$ cat src/rtl/fifo_pkg.sv
// Shared definitions for the FIFO read-side stream adapter.
//   state_e   : buffer occupancy state (EMPTY/ONE/TWO words held)
//   DSIZE_DEF : default data word width
package fifo_pkg;

  localparam int unsigned DSIZE_DEF = 8;

  typedef enum logic [1:0] {
    ST_EMPTY = 2'd0,
    ST_ONE   = 2'd1,
    ST_TWO   = 2'd2
  } state_e;

endpackage

$ cat src/rtl/fifo_rd_stream.sv
// Converts the read port of an async FIFO into a valid/ready stream using a
// two-entry (head + skid) buffer, so rinc never depends on m_ready.
// Ports:
//   rclk, rrst_n     : read-domain clock, synchronous active-low reset
//   rempty, rdata    : FIFO empty flag and current read word
//   rinc             : read-increment request to the read-pointer stage
//   flush            : synchronous discard of buffered words
//   m_valid, m_data  : stream output (head entry)
//   m_ready          : consumer accept
//   buf_level        : number of buffered words (0..2)
//   xfer_cnt         : completed handshake count (wraps)
module fifo_rd_stream
  import fifo_pkg::*;
#(
  parameter int unsigned DSIZE = DSIZE_DEF,
  parameter int unsigned CNTW  = 16
) (
  input  logic             rclk,
  input  logic             rrst_n,
  input  logic             rempty,
  input  logic [DSIZE-1:0] rdata,
  output logic             rinc,
  input  logic             flush,
  output logic             m_valid,
  output logic [DSIZE-1:0] m_data,
  input  logic             m_ready,
  output logic [1:0]       buf_level,
  output logic [CNTW-1:0]  xfer_cnt
);

  state_e           state_q;
  logic [DSIZE-1:0] head_q;
  logic [DSIZE-1:0] skid_q;
  logic             push;
  logic             pop;

  // Read request depends only on registered state and FIFO/flush/reset inputs;
  // gating with rrst_n keeps the pointer stage still while reset is held.
  assign rinc = rrst_n & ~rempty & ~flush & (state_q != ST_TWO);
  assign push = rinc;
  assign pop  = m_valid & m_ready & ~flush;

  assign m_valid   = (state_q != ST_EMPTY);
  assign m_data    = head_q;
  assign buf_level = 2'(state_q);

  // Occupancy FSM with head/skid storage and handshake counter.
  // head_q is cleared whenever the buffer empties so m_data reads 0 in EMPTY.
  always_ff @(posedge rclk) begin
    if (!rrst_n) begin
      state_q  <= ST_EMPTY;
      head_q   <= '0;
      skid_q   <= '0;
      xfer_cnt <= '0;
    end else if (flush) begin
      state_q <= ST_EMPTY;
      head_q  <= '0;
      skid_q  <= '0;
    end else begin
      if (pop) begin
        xfer_cnt <= xfer_cnt + CNTW'(1);
      end
      case (state_q)
        ST_EMPTY: begin
          if (push) begin
            state_q <= ST_ONE;
            head_q  <= rdata;
          end
        end
        ST_ONE: begin
          case ({push, pop})
            2'b10: begin
              state_q <= ST_TWO;
              skid_q  <= rdata;
            end
            2'b01: begin
              state_q <= ST_EMPTY;
              head_q  <= '0;
            end
            2'b11: begin
              head_q <= rdata;
            end
            default: ;
          endcase
        end
        ST_TWO: begin
          // rinc is blocked in TWO, so only a pop can occur here.
          if (pop) begin
            state_q <= ST_ONE;
            head_q  <= skid_q;
          end
        end
        default: begin
          state_q <= ST_EMPTY;
          head_q  <= '0;
        end
      endcase
    end
  end

endmodule

$ cat config.mk
export PLATFORM = sky130hd
export DESIGN_NAME = fifo_rd_stream
export DESIGN_NICKNAME = d
export VERILOG_FILES = /design/src/rtl/fifo_pkg.sv /design/src/rtl/fifo_rd_stream.sv
export SDC_FILE = /design/constraint.sdc
export NUM_CORES = 1
export LEC_CHECK = 0
export BUFFER_PORTS_ARGS = -buffer_cell sky130_fd_sc_hd__buf_2
export CORE_ASPECT_RATIO = 0.8
export CORE_MARGIN = 1
export CORE_UTILIZATION = 56
export CTS_CLUSTER_DIAMETER = 100
export CTS_CLUSTER_SIZE = 8
export DETAILED_ROUTE_END_ITERATION = 8
export HOLD_SLACK_MARGIN = 0.15
export MAX_ROUTING_LAYER = met4
export PLACE_DENSITY = 0.84
export SKIP_LAST_GASP = 1
export SYNTH_ARGS = -nofsm -noshare
export SYNTH_HDL_FRONTEND = slang
export SYNTH_SLANG_ARGS = --single-unit
$ cat constraint.sdc
create_clock -name rclk -period 3.36 [get_ports rclk]
set_input_delay 0.672 -clock rclk [delete_from_list [all_inputs] [get_ports rclk]]
set_output_delay 0.672 -clock rclk [all_outputs]
set_load 0.005 [all_outputs]
Word-level counts from Yosys, hierarchy flattened

Index checks and enable logic that the tools add are counted.

Equal/unequal tests: 10
Bitwise gates (word level): 8
Reduce and logical (&&, ||, !) cells: 7
Muxes and demuxes: 8
$add $sub $neg: 1

Operators with widths:

| cell                  | number |
|---|---|
| $pmux 8 s3            | 1 |
| $add 16x1->16 const B | 1 |
| $mux 8                | 2 |
| $pmux 8 s2            | 1 |
| $eq 2x2->1 const B    | 3 |
| $ne 2x2->1 const B    | 3 |
| $pmux 2 s3            | 1 |
| $reduce_and 3->1      | 2 |
| $and 1x1->1           | 5 |
| $eq 2x1->1 const B    | 2 |
| $mux 2                | 2 |
| $pmux 2 s2            | 1 |
| $reduce_and 2->1      | 2 |
| $ne 3x1->1 const B    | 1 |
| $ne 3x2->1 const B    | 1 |
| $not 1->1             | 3 |
| $logic_not 2->1       | 1 |
| $reduce_bool 2->1     | 1 |
| $reduce_or 2->1       | 1 |

Logic and storage cells: 38
Bits in registers: 34
Output and inout port bits: 28
Input port bits: 13

Logic depth before layout (Yosys ltp)

Depth in word-level cells: 7
Gate-level depth with buffers: 6
Depth with buffers taken out: 5

Least setup slack after synthesis

OpenSTA, ideal clock, no wires.

Path kind: input -> register
From: in flush
To: reg xfer_cnt[12]
Data arrival time: 2.050 ns
Stages: 6
Required time: 3.290 ns
Buffers on the path: 2
Library setup time: 0.070 ns
Setup slack: 1.240 ns
Cells stage by stage: nand2b_2 buf_6 or3_1 buf_2 or4_1 a21oi_1

Word-level cells in the longest chain between the ends: 3

RTL lines:

| what                                | line                 | text |
|---|---|---|
| start: declaration                  | fifo_rd_stream.sv:23 | `input logic flush,` |
| $not 1->1 (no source line) *        | --                   |  |
| $and 1x1->1                         | fifo_rd_stream.sv:41 | `assign pop = m_valid & m_ready & ~flush;` |
| $reduce_and 2->1 (no source line) * | --                   |  |
| end signal: assignment              | fifo_rd_stream.sv:61 | `xfer_cnt <= xfer_cnt + CNTW'(1);` |
| end: declaration                    | fifo_rd_stream.sv:28 | `output logic [CNTW-1:0] xfer_cnt` |

Every way passes the cells marked *; elsewhere a longest branch is shown, timed or not.
A chain may end at the register's enable or synchronous reset.

Worst setup path in the final report

From: reg state_q[0] (netlist: buf_level[0])
To: reg xfer_cnt[12]

Word-level cells in the longest chain between the ends: 4

RTL lines:

| what                              | line                 | text |
|---|---|---|
| start: declaration                | fifo_rd_stream.sv:31 | `state_e state_q;` |
| start signal: assignment          | fifo_rd_stream.sv:51 | `state_q <= ST_EMPTY;` |
| start signal: assignment          | fifo_rd_stream.sv:56 | `state_q <= ST_EMPTY;` |
| start signal: assignment          | fifo_rd_stream.sv:66 | `state_q <= ST_ONE;` |
| $reduce_bool 2->1                 | fifo_rd_stream.sv:43 | `assign m_valid = (state_q != ST_EMPTY);` |
| $and 1x1->1 (2 in a row)          | fifo_rd_stream.sv:41 |  |
| $reduce_and 2->1 (no source line) | --                   |  |

No other way between the ends.

==> impl_metrics.toml <==
[logic_synthesis]
synth_ff_type = "dfxtp_1"
avgSynthCellArea_um2 = 8.71
yosysWarnings = 0
syn_nets = 198
synth_edf_count = 0
synth_seq_cells = 34
netlist_area_um2 = 1600
ys_seq_area_frac = 0.425
synth_cells = 184
synth.top_cell.area_share = 0.425
yosysTopAreaCell = "dfxtp_1"
yosysUniqueCellTypes = 37
async_flop_share = 0
ys_top_cells_by_area = "dfxtp_1 (42%), mux2i_1 (10%), nor2_1 (6.8%), a21oi_1 (6.6%), o2bb2ai_1 (4.4%)"

[routing]
drc = 0
drtPass1Iterations = 4
vias_per_cell = 5.83
antenna_left = 0
wl_um = 3600
vias = 1503
wl_per_cell_um = 13.9
drt_iter0_drc = 128

[cells_and_area]
antennaDiodeCount = 0
fill_cells = 204
final_common_cell = "buf_2"
nets = 235
mostFrequentLayoutCells = "buf_2 (40), dfxtp_1 (34), nor2_1 (29)"
final_cells = 258
drive_above_1_share = 0.243
areaGrowthSynthToFinish_pct = 16.2

[critical_path]
cp.required_ns = 3.64
r2r_start = "buf_level[0]"
crit_type = "flop to flop"
cp_cell_sequence = "nor2_1 -> or3_1 -> or4_1 -> a21oi_1"
critPathSlowestCell = "dfxtp_1"
cp-start-kind = "flop"
slowest_delay_ns = 0.69
cp-end-kind = "flop"
worstPathArrival_ns = 2.58
crit_fanout = 18
critPathLaunch = "buf_level[0]"

[clock_tree]
clk_latency_ns = 0.35
clockBufferDepth = 2
root_buffer = "clkbuf_4"
htreeDepth = 2
cts_tree = "done"
ctsResizeCount = 0
clock_sinks = 34
cts_setup_buffers = 0
numCtsBuffers = 5
clkTransAtPathRegs_ns = 0.11
holdBufCountCts = 0

[grt]
grt-ovfl-total = 0
grt_pass1_vias = 1366
grt.total_usage = 0.270
grt_pass1_wl_um = 5930
antenna_found_initial = 0
grt_max_degree = 19

[floorplanning]
ioPinCount = 41
fp.coreArea_um2 = 2580
fp.dieH_um = 49.9
dieWidth_um = 61.8
row_count = 16
dieArea_um2 = 3080
initial_core_util = 0.621

[timing]
period_needed_ns = 2.30
finalCritPeriodShare = 0.683
setup_violations = 0
relSlewSlack = 0.564
finalHoldViolations = 0
rsz0062_at_grt = "false"
finalMaxSlewViolations = 0
timing.fmax_ghz = 0.435
tightest_slew_ns = 0.655
skew_ns = 0.0137
finalSetupTns_ns = 0

[pwr]
cellLeakagePower_uw = 0.000784
ir_worst_vdd_mv = 0.255
p_per_area_nw_per_um2 = 380

[placed_design]
place_inst = 250
port_buffers = 40
hpwl_um = 2600
place_congestion = 0.825

[hold_path]
hp-class = "flop to flop"
hold_start = "m_data[0]"

[flow_run]
drv_cap = 0

[status]
run_status = "completed"
[metrics by stage]
| stage | setup WS (ns) | area (µm²) | utilization | total power, µW | hold slack, ns |
|---|---|---|---|---|---|
| floorplan | 1.24 | 1600 | - | 455 | 0.456 |
| global placement | 1.13 | 1800 | 0.698 | 474 | 0.440 |
| detailed placement | 1.07 | 1800 | 0.698 | 478 | 0.448 |
| CTS | 1.08 | 1860 | 0.721 | 711 | 0.474 |
| global route | 0.948 | 1860 | 0.721 | 742 | 0.489 |
| finish | 1.06 | 1860 | 0.721 | 708 | 0.463 |
[final cells by class]
cell class                 instances  area, µm²  share of cell area
multi-input combinational        137        861               0.462
sequential                        34        681               0.366
timing repair buffer              41        208               0.112
clock buffer                       7       55.1              0.0296
tap                               36       45.0              0.0242
inverter                           2       7.51             0.00403
clock inverter                     1       5.00             0.00269
[path summary, 6_finish.rpt]
check / end / slack [ns] / cells past startpoint
hold / removal: m_data[0] / 0.46 / 1
setup / recovery: xfer_cnt[12] / 1.06 / 4
setup reg to reg: xfer_cnt[12] / 1.06 / 4
hold reg to reg: m_data[0] / 0.46 / 1
[synth_stat cells (4+ instances only)]
library cell and instances:
dfxtp_1 34, nor2_1 29, a21oi_1 21, mux2i_1 16, o2bb2ai_1 8, nand2_1 7, xnor2_1 6, clkbuf_1 5
nand4_1 5, o21ai_0 5, nand3_1 4, o31ai_1 4, or3_1 4, or4_1 4
[metal layers]
| layer | vias up | GRT usage | wire length (µm) |
|---|---|---|---|
| met5 | - | - | 0 |
| met4 | 0 | 0.119 | 55 |
| met3 | 8 | 0.0577 | 206 |
| met2 | 51 | 0.410 | 1680 |
| met1 | 700 | 0.343 | 1660 |
| li1 | 744 | - | - |
[cells by family (layout without fill, tap and decap cells)]
group / after synthesis / count (layout) / synth area share
AOI/OAI and AO/OA: 39 / 39 / 0.147
adders and majority gates: 1 / 1 / 0.00781
buffers and inverters: 13 / 51 / 0.0382
xor gates and xnor gates: 7 / 7 / 0.0383
DFF: 34 / 34 / 0.425
muxes: 16 / 16 / 0.0999
and+or+nand+nor: 74 / 74 / 0.244
[worst max-delay path, delay by kind of cell, from the launching register on]
family             cells  cell delay [ns]
AOI/OAI and AO/OA      1             0.15
DFF                    1             0.69
and+or+nand+nor        3             1.39
[report_power, final]
group          internal (µW)  switching (µW)
clock network            101             137
registers                408            5.51
logic                   22.7            33.5
total                    532             176
[sequential cells by signal (all words and copies together) (netlist names)]
signal / cells
m_data: 8
skid_q: 8
buf_level: 2
xfer_cnt: 16
No activity file was read; power rests on OpenSTA's default activity.
